**src/rtl/mem_copy_pkg.sv**
```systemverilog
// Shared definitions for the block-transfer engine.
//
// Contents:
//   state_t   - controller states (idle, read, write, finish)
//   MODE_COPY - mode encoding for memory-to-memory copy
//   MODE_FILL - mode encoding for constant fill
package mem_copy_pkg;

  // Controller states. RD and WR are the only states that own the memory
  // port. FIN is a single-cycle completion state.
  typedef enum logic [1:0] {
    IDLE = 2'd0,
    RD   = 2'd1,
    WR   = 2'd2,
    FIN  = 2'd3
  } state_t;

  // Transfer mode as presented on the mode input.
  localparam logic MODE_COPY = 1'b0;
  localparam logic MODE_FILL = 1'b1;

endpackage

```
**src/rtl/mem_copy_engine.sv**
```systemverilog
// Block-transfer initiator on the data-memory port.
//
// Copies len words from src to dst, one read followed by one write per word.
// In fill mode it writes fill_val to len words starting at dst. All request
// fields are captured when a start is accepted in IDLE, so later changes on
// the request inputs do not affect a transfer in flight.
//
// Ports:
//   clk       - single clock, all state changes on its rising edge
//   rst       - synchronous active-high reset, aborts any transfer
//   start     - transfer request, only looked at in IDLE
//   mode      - 0 = copy, 1 = fill
//   src       - source base address (copy only)
//   dst       - destination base address
//   len       - word count, 0 completes immediately, DEPTH is allowed
//   fill_val  - pattern written in fill mode
//   busy      - high while the engine owns the memory port (RD/WR)
//   done      - one-cycle completion pulse
//   mem_addr  - memory address, zero when the engine is not busy
//   mem_wdata - memory write data, zero unless writing
//   mem_we    - memory write enable
//   mem_rdata - memory read data, combinational from mem_addr
module mem_copy_engine
  import mem_copy_pkg::*;
#(
  parameter int WIDTH    = 16,
  parameter int DEPTH    = 1024,
  parameter int ADD_SIZE = $clog2(DEPTH),
  parameter int LEN_SIZE = ADD_SIZE + 1
) (
  input  logic                clk,
  input  logic                rst,
  input  logic                start,
  input  logic                mode,
  input  logic [ADD_SIZE-1:0] src,
  input  logic [ADD_SIZE-1:0] dst,
  input  logic [LEN_SIZE-1:0] len,
  input  logic [WIDTH-1:0]    fill_val,
  output logic                busy,
  output logic                done,
  output logic [ADD_SIZE-1:0] mem_addr,
  output logic [WIDTH-1:0]    mem_wdata,
  output logic                mem_we,
  input  logic [WIDTH-1:0]    mem_rdata
);

  state_t              state;
  state_t              next_state;

  logic                mode_reg;
  logic [ADD_SIZE-1:0] src_ptr;
  logic [ADD_SIZE-1:0] dst_ptr;
  logic [LEN_SIZE-1:0] remaining;
  logic [WIDTH-1:0]    fill_reg;
  logic [WIDTH-1:0]    data_reg;

  logic                len_zero;
  logic                last_word;

  assign len_zero  = (len == '0);
  assign last_word = (remaining == LEN_SIZE'(1));

  // State register. Reset returns to IDLE immediately, which abandons any
  // transfer in progress without passing through FIN, so no done pulse.
  always_ff @(posedge clk) begin
    if (rst) begin
      state <= IDLE;
    end else begin
      state <= next_state;
    end
  end

  // Next-state and output decode. The port is driven to zero outside RD/WR
  // so the memory sees an inert interface whenever the core may own it.
  // The write enable is masked by rst so that asserting reset during a WR
  // cycle prevents the write that would otherwise land on that same edge.
  always_comb begin
    next_state = state;
    busy       = 1'b0;
    done       = 1'b0;
    mem_addr   = '0;
    mem_wdata  = '0;
    mem_we     = 1'b0;
    case (state)
      IDLE: begin
        if (start) begin
          if (len_zero) begin
            next_state = FIN;
          end else if (mode == MODE_FILL) begin
            next_state = WR;
          end else begin
            next_state = RD;
          end
        end
      end
      RD: begin
        busy       = 1'b1;
        mem_addr   = src_ptr;
        next_state = WR;
      end
      WR: begin
        busy      = 1'b1;
        mem_addr  = dst_ptr;
        mem_we    = ~rst;
        mem_wdata = (mode_reg == MODE_FILL) ? fill_reg : data_reg;
        if (last_word) begin
          next_state = FIN;
        end else if (mode_reg == MODE_FILL) begin
          next_state = WR;
        end else begin
          next_state = RD;
        end
      end
      FIN: begin
        done       = 1'b1;
        next_state = IDLE;
      end
      default: begin
        next_state = IDLE;
      end
    endcase
  end

  // Datapath: request latches, pointers, word counter and read buffer.
  // Request fields are captured only on an accepted non-empty start, so a
  // start seen while busy (or in FIN) cannot disturb the running transfer.
  // Pointers are ADD_SIZE bits wide and wrap naturally at the top of memory.
  always_ff @(posedge clk) begin
    if (rst) begin
      mode_reg  <= MODE_COPY;
      src_ptr   <= '0;
      dst_ptr   <= '0;
      remaining <= '0;
      fill_reg  <= '0;
      data_reg  <= '0;
    end else begin
      case (state)
        IDLE: begin
          if (start && !len_zero) begin
            mode_reg  <= mode;
            src_ptr   <= src;
            dst_ptr   <= dst;
            remaining <= len;
            fill_reg  <= fill_val;
          end
        end
        RD: begin
          data_reg <= mem_rdata;
        end
        WR: begin
          src_ptr   <= src_ptr + ADD_SIZE'(1);
          dst_ptr   <= dst_ptr + ADD_SIZE'(1);
          remaining <= remaining - LEN_SIZE'(1);
        end
        default: begin
        end
      endcase
    end
  end

endmodule

```
**config.mk**
```make
export PLATFORM = sky130hd
export DESIGN_NAME = mem_copy_engine
export DESIGN_NICKNAME = d
export VERILOG_FILES = /design/src/rtl/mem_copy_pkg.sv /design/src/rtl/mem_copy_engine.sv
export SDC_FILE = /design/constraint.sdc
export NUM_CORES = 1
export LEC_CHECK = 0
export CAP_MARGIN = 20
export CORE_UTILIZATION = 35
export CTS_CLUSTER_DIAMETER = 100
export DETAILED_ROUTE_END_ITERATION = 10
export SLEW_MARGIN = 20
export SYNTH_ARGS = -nofsm -noshare
export SYNTH_HDL_FRONTEND = slang
export SYNTH_SLANG_ARGS = --single-unit
```
**constraint.sdc**
```tcl
create_clock -name clk -period 5.43 [get_ports clk]
set_clock_uncertainty 0.2 [all_clocks]
set_input_delay 0.8145 -clock clk [delete_from_list [all_inputs] [get_ports clk]]
set_output_delay 0.8145 -clock clk [all_outputs]
set_load 0.03 [all_outputs]
```
# --- Yosys cells after proc, flatten, opt, wreduce, memory -nomap -nowiden ---
# Index checks and enable logic that the tools add are counted.
word_totals:
  register_bits: 66
  input_bits: 67
  wordCells: 43
op_classes:
  addsub: 3
  eq_ne: 6
  mux: 18
  bitwise: 1
  n_reduce_logical: 8
ops:
  columns: ["op", "n"]
  rows:
  - ["$pmux W10 S2", 3]
  - ["$mux W16", 2]
  - ["$pmux W11 S2", 1]
  - ["$add A10 B1 Y10 const B", 2]
  - ["$mux W10", 2]
  - ["$eq A11 B1 Y1 const B", 1]
  - ["$logic_not A11 Y1", 1]
  - ["$mux W11", 1]
  - ["$sub A11 B1 Y11 const B", 1]
  - ["$mux W2", 5]
  - ["$pmux W2 S4", 1]
  - ["$eq A2 B2 Y1 const B", 2]
  - ["$ne A2 B2 Y1 const B", 2]
  - ["$reduce_and A2 Y1", 2]
  - ["$mux W1", 3]
  - ["$eq A2 B1 Y1 const B", 1]
  - ["$logic_not A2 Y1", 1]
  - ["$reduce_bool A2 Y1", 1]
  - ["$reduce_or A2 Y1", 1]
  - ["$logic_and A1 B1 Y1", 1]
  - ["$logic_not A1 Y1", 1]
  - ["$not A1 Y1", 1]

# --- Depth between registers and ports, before layout ---
logic_depth:
  ltp_word: 5
  depth_mapped: 9

# --- Worst setup path before layout ---
# No wires, ideal clock.
synth_timing:
  kind: "register -> output"
  from: "reg state[1]"
  to: "out mem_addr[7]"
  t_arrival_ns: 1.816
  t_required_ns: 4.416
  path_slack_ns: 2.600
  stages_incl_launch_ff: 7
  n_path_buf: 2
  path_cell_list: "dfxtp_1 -> inv_1 -> ha_1 -> clkbuf_1 -> buf_2 -> nand2_1 -> a21boi_0"
synth_via:
  elab_chain_len: 2
synth_lines:
  columns: ["item", "line", "source"]
  rows:
  - ["start: declaration", "mem_copy_engine.sv:47", "state_t state;"]
  - ["start signal: assignment", "mem_copy_engine.sv:69", "state <= next_state;"]
  - ["$eq A2 B2 Y1 or $eq A2 B1 Y1 (tied branches)", "mem_copy_engine.sv:84", "case (state)"]
  - ["$pmux W10 S2 *", "mem_copy_engine.sv:84", null]
  - ["end: declaration", "mem_copy_engine.sv:41", "output logic [ADD_SIZE-1:0] mem_addr,"]
# Every way passes the cells marked *; elsewhere a longest branch is shown, timed or not.

# --- Worst setup path after layout ---
layout_timing:
  from: "reg state[0]"
  to: "out mem_addr[7]"
# The elaborated chain is that of the path after synthesis.

==> impl_metrics.tcl <==
set metrics [dict create \
    cp_max_fo 20 \
    layout.nets 613 \
    clkLatencyLatePin_ns 0.33 \
    synthTopCellsByArea "dfxtp_1 34%, mux2i_1 9.1%, a21oi_1 4.9%" \
    crit_path_start_kind "register" \
    cts_resized 0 \
    cellPowerDensity_mw_per_mm2 367 \
    r2r_cells 7 \
    vias_per_cell 5.76 \
    worst_path_largest_cell_delay_ns 0.84 \
    slew_headroom 0.243 \
    synth_top_area_share 0.343 \
    mostFrequentLayoutCell "clkdlybuf4s50_1" \
    hold-path-cell-count 2 \
    cap_violations 0 \
    antenna_found_initial 0 \
    min_period_over_period 0.691 \
    synth_top_area_cell "dfxtp_1" \
    pre_cts_slack_ns 1.84 \
    worst_slew_pin_slew_ns 1.13 \
    path_class "reg -> out" \
    drtIter0Drc 244 \
    finish.instance_area_mm2 0.00506 \
    crit_slowest_cell "ha_1" \
    die_w_um 107 \
    dieArea_mm2 0.0114 \
    rows 37 \
    setup_viol 0 \
    antenna_cells 0 \
    syn_to_final_growth_pct 31.4 \
    initial_core_util 0.366 \
    syn-cell-area_mm2 0.00385 \
    clk_pin_slew_ns 0.08 \
    cts_root_buf "clkbuf_8" \
    hpwlAfterDp_um 7790 \
    clockBufferDepth 2 \
    hold_buffers 0 \
    async_reset_ff_frac 0 \
    synthFlopType "dfxtp_1" \
    overflow 0 \
    critPathArrivalTime_ns 2.74 \
    finalHoldViolCount 0 \
    tns_ns 0 \
    detail_route.wl_per_cell_um 17.3 \
    required_ns 4.42 \
    cts_setup_buffers 0 \
    place_area_mm2 0.00483 \
    vias 3912 \
    grt_max_degree 65 \
    rsz0062_at_grt "false" \
    gr-usage-all-layers 0.206 \
    ys_seq_area_frac 0.343 \
    hp-class "reg -> reg" \
    ant_nets 0 \
    synth_seq_cells 66 \
    synth_edf_count 0 \
    run_status "finished clean" \
    grt_pass1_vias 3725 \
    layout-drive-gt1-share 0.0718 \
    ios 96 \
    total_power_mw 1.86 \
    dp_cells 663 \
    gp_congestion 0.823 \
    fin_ws_ns 1.68 \
    fin_util 0.482 \
    fmaxAchievable_mhz 267 \
    route.detailed.drc 0 \
    detail_route.first_pass.iterations 5 \
    final_cell_mix "94 x clkdlybuf4s50_1, 66 x dfxtp_1, 44 x nor2_1" \
    synthesis.nets 542 \
    core_mm2 0.0105 \
    die_h_um 107 \
    yosysUniqueCellTypes 53 \
    fillCellCount 1049 \
    grt_pass1_wl_um 18800 \
    cts_num_sinks 66 \
    slew_violations 0 \
    cts-buffers-inserted 9 \
    io_buffers 95 \
    min_period_ns 3.75 \
    syn_area_per_cell_um2 8.25 \
    whs_ns 0.279 \
    path_cells "ha_1, nand2_1, a21boi_0, clkdlybuf4s50_1" \
    totalWireLength_um 11700 \
    worst_ir_drop_vdd_uv 144 \
    htreeDepth 3 \
    syn-instance-count 467 \
    power_leakage_nw 1.70 \
    final_cells 679 \
    end_kind "output port" \
    cts_tree "yes" \
    yosys_warnings 0 \
]
## cells by family (layout without fill, tap and decap cells)
kind of cell / count (synthesis) / after routing / share of synthesized area
DFF: 66 / 66 / 0.343
muxes: 35 / 35 / 0.0910
buffers and inverters: 54 / 130 / 0.0591
and+or+nand+nor: 152 / 152 / 0.207
AOI/OAI and AO/OA: 152 / 152 / 0.274
adders and majority gates: 8 / 8 / 0.0260
## worst max-delay path: cells and delay by family, from the launching register on
kind            cells  cell delay (ns)
compound gates      1             0.29
fa+ha+maj           1             0.84
buf+inv             1             0.73
flops               1             0.41
simple gates        1             0.13
## cells in the mapped netlist, drive strengths merged (12+ instances only)
cell type / n
o31ai: 16
dfxtp: 66
nor2: 44
nand2: 24
nand3: 30
clkbuf: 23
buf: 18
nor3: 12
mux2i: 35
o21ai: 24
a21oi: 38
inv: 13
## worst paths after layout
| kind | start | endpoint | slack, ns |
|---|---|---|---|
| setup / recovery | state[0] | mem_addr[7] | 1.68 |
| hold / removal | fill_reg[13] | fill_reg[13] | 0.28 |
| setup reg to reg | state[0] | src_ptr[3] | 2.25 |
| hold reg to reg | fill_reg[13] | fill_reg[13] | 0.28 |
## layout make-up
class | count | area, µm² | share of cell area
multi-input combinational | 347 | 2300 | 0.455
sequential | 66 | 1320 | 0.261
timing repair buffer | 101 | 991 | 0.196
tap | 136 | 170 | 0.0336
clock buffer | 10 | 138 | 0.0272
clock inverter | 6 | 90.1 | 0.0178
inverter | 13 | 48.8 | 0.00964
## per-layer routing
metal,up-vias,part of all wire,track usage
met5,-,0,0
met4,0,0.018,0.0714
met3,16,0.052,0.0340
met2,125,0.47,0.330
met1,1868,0.46,0.278
li1,1903,-,-
## report_power, final
group | internal, mW | switching [mW]
combinational | 0.284 | 0.421
clock | 0.272 | 0.202
sequential | 0.576 | 0.105
Power figures use the tool's default switching activity.
